===== src/rtl/alu_issue.sv =====
// alu_issue: operand-fetch, issue and writeback stage in front of `alu`.
// Holds the register file, issues one ALU instruction per cycle, stalls on
// read-after-write hazards against in-flight results, and writes `alu`
// results back. r0 reads as zero and ignores writes.
//
// Ports
//   clk, rst_n                  clock, asynchronous active-low reset
//   instr_valid / instr_ready   instruction handshake (accept = valid & ready)
//   instr_op                    ALU op code, passed through to alu_op
//   instr_rd/rs1/rs2            destination / source register addresses
//   instr_imm_en, instr_imm     immediate replaces rs2 when imm_en is high
//   alu_op, alu_in1, alu_in2    registered operation and operands to `alu`
//   alu_out                     result from `alu`
//   wb_valid, wb_rd, wb_data    writeback in progress this cycle
//   dbg_addr, dbg_data          combinational register read (with forwarding)
module alu_issue #(
  parameter int unsigned WORD_SIZE   = 16,
  parameter int unsigned REG_COUNT   = 8,
  parameter int unsigned ALU_LATENCY = 1
) (
  input  logic                 clk,
  input  logic                 rst_n,
  input  logic                 instr_valid,
  output logic                 instr_ready,
  input  logic [2:0]           instr_op,
  input  logic [2:0]           instr_rd,
  input  logic [2:0]           instr_rs1,
  input  logic [2:0]           instr_rs2,
  input  logic                 instr_imm_en,
  input  logic [WORD_SIZE-1:0] instr_imm,
  output logic [2:0]           alu_op,
  output logic [WORD_SIZE-1:0] alu_in1,
  output logic [WORD_SIZE-1:0] alu_in2,
  input  logic [WORD_SIZE-1:0] alu_out,
  output logic                 wb_valid,
  output logic [2:0]           wb_rd,
  output logic [WORD_SIZE-1:0] wb_data,
  input  logic [2:0]           dbg_addr,
  output logic [WORD_SIZE-1:0] dbg_data
);

  logic [WORD_SIZE-1:0] rf_q [REG_COUNT];

  // Tag pipeline: stage 0 is loaded at accept, stage ALU_LATENCY is writeback.
  logic                 tag_v_q  [ALU_LATENCY+1];
  logic [2:0]           tag_rd_q [ALU_LATENCY+1];

  logic [2:0]           alu_op_q;
  logic [WORD_SIZE-1:0] alu_in1_q;
  logic [WORD_SIZE-1:0] alu_in2_q;

  logic                 accept;
  logic                 hazard;
  logic                 fwd_en;
  logic [WORD_SIZE-1:0] rs1_val;
  logic [WORD_SIZE-1:0] rs2_val;
  logic [WORD_SIZE-1:0] in2_d;

  assign wb_valid = tag_v_q[ALU_LATENCY];
  assign wb_rd    = tag_rd_q[ALU_LATENCY];
  assign wb_data  = alu_out;
  assign fwd_en   = wb_valid && (wb_rd != 3'd0);

  assign alu_op   = alu_op_q;
  assign alu_in1  = alu_in1_q;
  assign alu_in2  = alu_in2_q;

  // Register read with r0 forced to zero and bypass from the writeback stage.
  function automatic logic [WORD_SIZE-1:0] read_reg(
    input logic [2:0]           addr,
    input logic [WORD_SIZE-1:0] rf_val,
    input logic                 fwd,
    input logic [2:0]           fwd_rd,
    input logic [WORD_SIZE-1:0] fwd_data
  );
    logic [WORD_SIZE-1:0] val;
    val = rf_val;
    if (addr == 3'd0) begin
      val = '0;
    end else if (fwd && (fwd_rd == addr)) begin
      val = fwd_data;
    end
    return val;
  endfunction

  always_comb begin
    rs1_val  = read_reg(instr_rs1, rf_q[instr_rs1], fwd_en, wb_rd, wb_data);
    rs2_val  = read_reg(instr_rs2, rf_q[instr_rs2], fwd_en, wb_rd, wb_data);
    dbg_data = read_reg(dbg_addr,  rf_q[dbg_addr],  fwd_en, wb_rd, wb_data);
    in2_d    = instr_imm_en ? instr_imm : rs2_val;
  end

  // Only stages before writeback block; the writeback stage is covered by
  // the bypass above.
  always_comb begin
    hazard = 1'b0;
    for (int unsigned k = 0; k < ALU_LATENCY; k++) begin
      if (tag_v_q[k] && (tag_rd_q[k] != 3'd0) &&
          ((tag_rd_q[k] == instr_rs1) ||
           (!instr_imm_en && (tag_rd_q[k] == instr_rs2)))) begin
        hazard = 1'b1;
      end
    end
  end

  assign instr_ready = !hazard;
  assign accept      = instr_valid && instr_ready;

  always_ff @(posedge clk or negedge rst_n) begin
    if (!rst_n) begin
      alu_op_q  <= '0;
      alu_in1_q <= '0;
      alu_in2_q <= '0;
    end else if (accept) begin
      alu_op_q  <= instr_op;
      alu_in1_q <= rs1_val;
      alu_in2_q <= in2_d;
    end
  end

  always_ff @(posedge clk or negedge rst_n) begin
    if (!rst_n) begin
      for (int unsigned k = 0; k <= ALU_LATENCY; k++) begin
        tag_v_q[k]  <= 1'b0;
        tag_rd_q[k] <= '0;
      end
    end else begin
      tag_v_q[0]  <= accept;
      tag_rd_q[0] <= instr_rd;
      for (int unsigned k = 1; k <= ALU_LATENCY; k++) begin
        tag_v_q[k]  <= tag_v_q[k-1];
        tag_rd_q[k] <= tag_rd_q[k-1];
      end
    end
  end

  // r0 writes are dropped here; wb_valid still pulses for them.
  always_ff @(posedge clk or negedge rst_n) begin
    if (!rst_n) begin
      for (int unsigned i = 0; i < REG_COUNT; i++) begin
        rf_q[i] <= '0;
      end
    end else if (fwd_en) begin
      rf_q[wb_rd] <= alu_out;
    end
  end

endmodule


===== config.mk =====
export PLATFORM = sky130hd
export DESIGN_NAME = alu_issue
export DESIGN_NICKNAME = d
export VERILOG_FILES = /design/src/rtl/alu_issue.sv
export SDC_FILE = /design/constraint.sdc
export NUM_CORES = 1
export LEC_CHECK = 0
export CAP_MARGIN = 25
export CORE_MARGIN = 8
export CORE_UTILIZATION = 30
export DETAILED_ROUTE_END_ITERATION = 8
export SLEW_MARGIN = 25
export SYNTH_ARGS = -nofsm -noshare
export SYNTH_HDL_FRONTEND = slang
export SYNTH_SLANG_ARGS = --single-unit

===== constraint.sdc =====
create_clock -name clk -period 4.25 [get_ports clk]
set_input_delay 0.85 -clock clk [delete_from_list [all_inputs] [get_ports clk]]
set_output_delay 0.85 -clock clk [all_outputs]
set_load 0.05 [all_outputs]

==> metrics.txt <==
# TYPE chip_impl_metric gauge
chip_impl_metric{name="overflow",unit=""} 0
chip_impl_metric{name="power_density",unit="mW/mm2"} 483
chip_impl_metric{name="report.final.slew_viol_count",unit=""} 0
chip_impl_metric{name="routedWlPerCell",unit="um"} 22.9
chip_impl_metric{name="ir_drop_worst_vdd",unit="mV"} 0.295
chip_impl_metric{name="num_rows",unit=""} 67
chip_impl_metric{name="port-buffer-count",unit=""} 122
chip_impl_metric{name="drv_cap",unit=""} 0
chip_impl_metric{name="layout.cells.non_filler",unit=""} 1306
chip_impl_metric{name="floorplan_die_area",unit="mm2"} 0.0400
chip_impl_metric{name="gpl.final_weighted_congestion",unit=""} 0.805
chip_impl_info{name="rsz0062_at_grt",value="false"} 1
chip_impl_metric{name="post-route-min-period",unit="ns"} 3.79
chip_impl_metric{name="layout.nets",unit=""} 896
chip_impl_metric{name="fin_setup_tns",unit="ns"} 0
chip_impl_metric{name="wl_met3",unit="um"} 1670
chip_impl_metric{name="cts_buffer_depth",unit=""} 2
chip_impl_metric{name="met2RoutedLength",unit="um"} 14000
chip_impl_metric{name="global_route_wire_length_before_repair",unit="um"} 46400
chip_impl_metric{name="overall_die_width",unit="um"} 200
chip_impl_info{name="dr.max_layer_used",value="met4"} 1
chip_impl_metric{name="post_synth_instance_area",unit="mm2"} 0.0102
chip_impl_metric{name="worst_ep_arrival_time",unit="ns"} 2.94
chip_impl_metric{name="floorplan.die.height",unit="um"} 200
chip_impl_metric{name="crit_path_max_fanout",unit=""} 17
chip_impl_info{name="crit_type",value="in2out"} 1
chip_impl_metric{name="htree_levels",unit=""} 4
chip_impl_info{name="tritoncts",value="done"} 1
chip_impl_metric{name="vias_per_cell",unit=""} 5.31
chip_impl_metric{name="io_pins",unit=""} 123
chip_impl_metric{name="synthesized_netlist_net_count",unit=""} 828
chip_impl_metric{name="worst_clock_skew",unit="ns"} 0.00948
chip_impl_info{name="end_kind",value="primary output"} 1
chip_impl_info{name="cp-start-kind",value="input pin"} 1
chip_impl_metric{name="estimated_wirelength_of_the_detail_placed_design",unit="um"} 20300
chip_impl_metric{name="worst_relative_slew_slack",unit="%"} 50.0
chip_impl_metric{name="grt_start_max_net_pins",unit=""} 77
chip_impl_metric{name="post_cts_buffers",unit=""} 0
chip_impl_metric{name="resized_after_cts",unit=""} 0
chip_impl_metric{name="drc",unit=""} 0
chip_impl_info{name="cts-root-buf",value="clkbuf_16"} 1
chip_impl_info{name="hold_class",value="reg2reg"} 1
chip_impl_metric{name="cts_buffers",unit=""} 17
chip_impl_metric{name="grt_antenna_before_repair",unit=""} 0
chip_impl_metric{name="fillers",unit=""} 3133
chip_impl_metric{name="clkSinkCount",unit=""} 171
chip_impl_metric{name="antenna_cells_inserted",unit=""} 0
chip_impl_metric{name="vias_in_the_first_global_route",unit=""} 7238
chip_impl_metric{name="grt.total_usage",unit="%"} 14.9
chip_impl_metric{name="start_util",unit="%"} 30.4
chip_impl_metric{name="post-place-cells",unit=""} 1274
chip_impl_metric{name="final_min_period_over_clock_period",unit="%"} 89.3
chip_impl_metric{name="cts-hold-fix-buffers",unit=""} 0
chip_impl_metric{name="instance_count_of_the_mapped_netlist",unit=""} 777
chip_impl_metric{name="max_slew.worst_pin.slew",unit="ns"} 0.750
chip_impl_metric{name="fraction_of_layout_instances_using_a_drive_strength_above_1",unit="%"} 38.1
chip_impl_metric{name="met1Wirelength",unit="um"} 13800
chip_impl_metric{name="fmax",unit="MHz"} 264
chip_impl_metric{name="placeableCoreArea",unit="mm2"} 0.0334
chip_impl_metric{name="synth.avg_cell_area",unit="um2"} 13.1
chip_impl_metric{name="route.antenna.remaining_nets",unit=""} 0
chip_impl_metric{name="firstDrtPassIters",unit=""} 5
chip_impl_metric{name="cts.reportedPaths.clkPinSlew",unit="ns"} 0.06
chip_impl_info{name="result_of_the_run",value="completed"} 1
chip_impl_metric{name="yosys_warns",unit=""} 0
chip_impl_metric{name="area_growth",unit="%"} 23.3
chip_impl_metric{name="leakage",unit="uW"} 0.00504
chip_impl_metric{name="setup_violations",unit=""} 0
chip_impl_metric{name="clock_latency_of_the_later_clocked_register_in_the_worst_skew_pair",unit="ns"} 0.44
chip_impl_metric{name="synth-seq-area-share",unit="%"} 42.1
chip_impl_metric{name="synth.distinct_cells",unit=""} 41
chip_impl_metric{name="wirelength",unit="um"} 29900
chip_impl_metric{name="violation_count_after_the_first_detailed_routing_iteration",unit=""} 449
chip_impl_metric{name="timing.critical_path.required",unit="ns"} 3.40
chip_impl_metric{name="power",unit="uW"} 6060
chip_impl_metric{name="yosys_register_bits",unit=""} 171
chip_impl_metric{name="finalHoldViolations",unit=""} 0
chip_impl_metric{name="num_vias",unit=""} 6938
==> cells in the mapped netlist (all sizes together) <==
cell type,count,share of area (%)
o21ai,11,0.65
clkbuf,49,1.8
nor2,33,1.2
o22ai,10,0.62
o31a,2,0.17
nor2b,1,0.062
xnor2,9,0.78
nand2b,1,0.062
a211oi,16,1.2
a31oi,16,1.5
nand2,25,1.0
buf,67,4.2
mux4,76,17
xor2,6,0.59
nor4,1,0.21
o211ai,16,1.2
mux2i,58,5.7
o311a,1,0.11
dfrtp,171,42
a21oi,33,1.7
a22o,26,2.2
mux2,135,15
nand4b,3,0.26
inv,2,0.074
nor3,3,0.25
nand4,4,0.25
nor4bb,2,0.20
==> area by class of cell <==
class | instances | area [um2] | share of cell area, %
Inverter | 2 | 7.51 | 0.0599
Clock inverter | 13 | 190 | 1.52
Multi-Input combinational cell | 488 | 5300 | 42.3
Sequential cell | 171 | 4280 | 34.1
Clock buffer | 19 | 443 | 3.53
Tap cell | 448 | 561 | 4.47
Timing Repair Buffer | 165 | 1750 | 14.0
==> final timing paths <==
path                             startpoint          end  slack, ns  cells past startpoint
min in group asynchronous             rst_n     rf_q[88]       0.46                      1
worst min-delay path             tag_v_q[1]     wb_valid       0.39                      0
max in group asynchronous             rst_n   alu_in2[1]       2.87                      2
worst max-delay path            dbg_addr[1]  dbg_data[9]       0.46                      7
worst min register to register   tag_v_q[1]     wb_valid       0.39                      0
worst max register to register     wb_rd[2]   alu_in2[8]       1.81                      6
==> kinds of logic (layout without fill, tap and decap cells) <==
logic type             after synthesis  count (layout)  synth area share (%)
XOR/XNOR                            15              15                  1.37
multiplexers                       269             269                  37.6
flip-flops                         171             171                  42.1
buffers and inverters              118             199                  6.14
AND/OR/NAND/NOR                     73              73                  3.49
AO/OA/AOI/OAI                      131             131                  9.35
==> cell usage in the layout, fill, tap and decap left out, drive strengths merged <==
master,count
o22ai,10
inv,5
clkinv,2
a31oi,16
bufinv,4
a21oi,33
nor4bb,2
clkinvlp,4
a211oi,16
o211ai,16
xnor2,9
o31a,2
mux2i,58
nor2,33
buf,64
mux2,135
nand4b,3
nor4,1
nor2b,1
dfrtp,171
clkdlybuf4s50,101
clkbuf,19
nand2b,1
nand2,25
mux4,76
xor2,6
nand4,4
a22o,26
nor3,3
o311a,1
o21ai,11
==> flip-flops by register name (all words and copies together) (netlist names) <==
name,count
tag_v_q,1
alu_in2,16
tag_rd_q,3
rf_q,128
wb_valid,1
wb_rd,3
alu_in1,16
alu_op,3
==> per-layer routing <==
layer | up-vias | track usage [%]
met5 | - | 0
li1 | 3078 | -
met2 | 237 | 23.1
met1 | 3596 | 20.6
met4 | 0 | 4.50
met3 | 27 | 3.23
==> where the power goes <==
part	leakage (uW)	switching, uW	internal [uW]
Clock	0.000297	689	1010
Sequential	0.00206	311	1960
Combinational	0.00268	1030	1060
Total	0.00504	2030	4030
==> critical path, stage by stage <==
cell and delay (ns):
clkdlybuf4s50_1 0.61, buf_4 0.42, mux4_2 0.29, mux2i_1 0.09, a211oi_1 0.36, buf_4 0.19
buf_12 0.13
==> per-stage QoR <==
stage | cell area [um2] | hold slack, ns | setup slack (ns) | utilization (%)
6_report | 12500 | 0.394 | 0.456 | 37.5
5_1_grt | 12500 | 0.420 | 0.325 | 37.5
4_1_cts | 12500 | 0.398 | 0.412 | 37.5
3_5_place_dp | 11900 | 0.373 | 0.430 | 35.6
3_3_place_gp | 11900 | 0.384 | 0.366 | 35.6
2_1_floorplan | 10200 | 0.354 | 0.432 | -
Power figures use the tool's default switching activity.
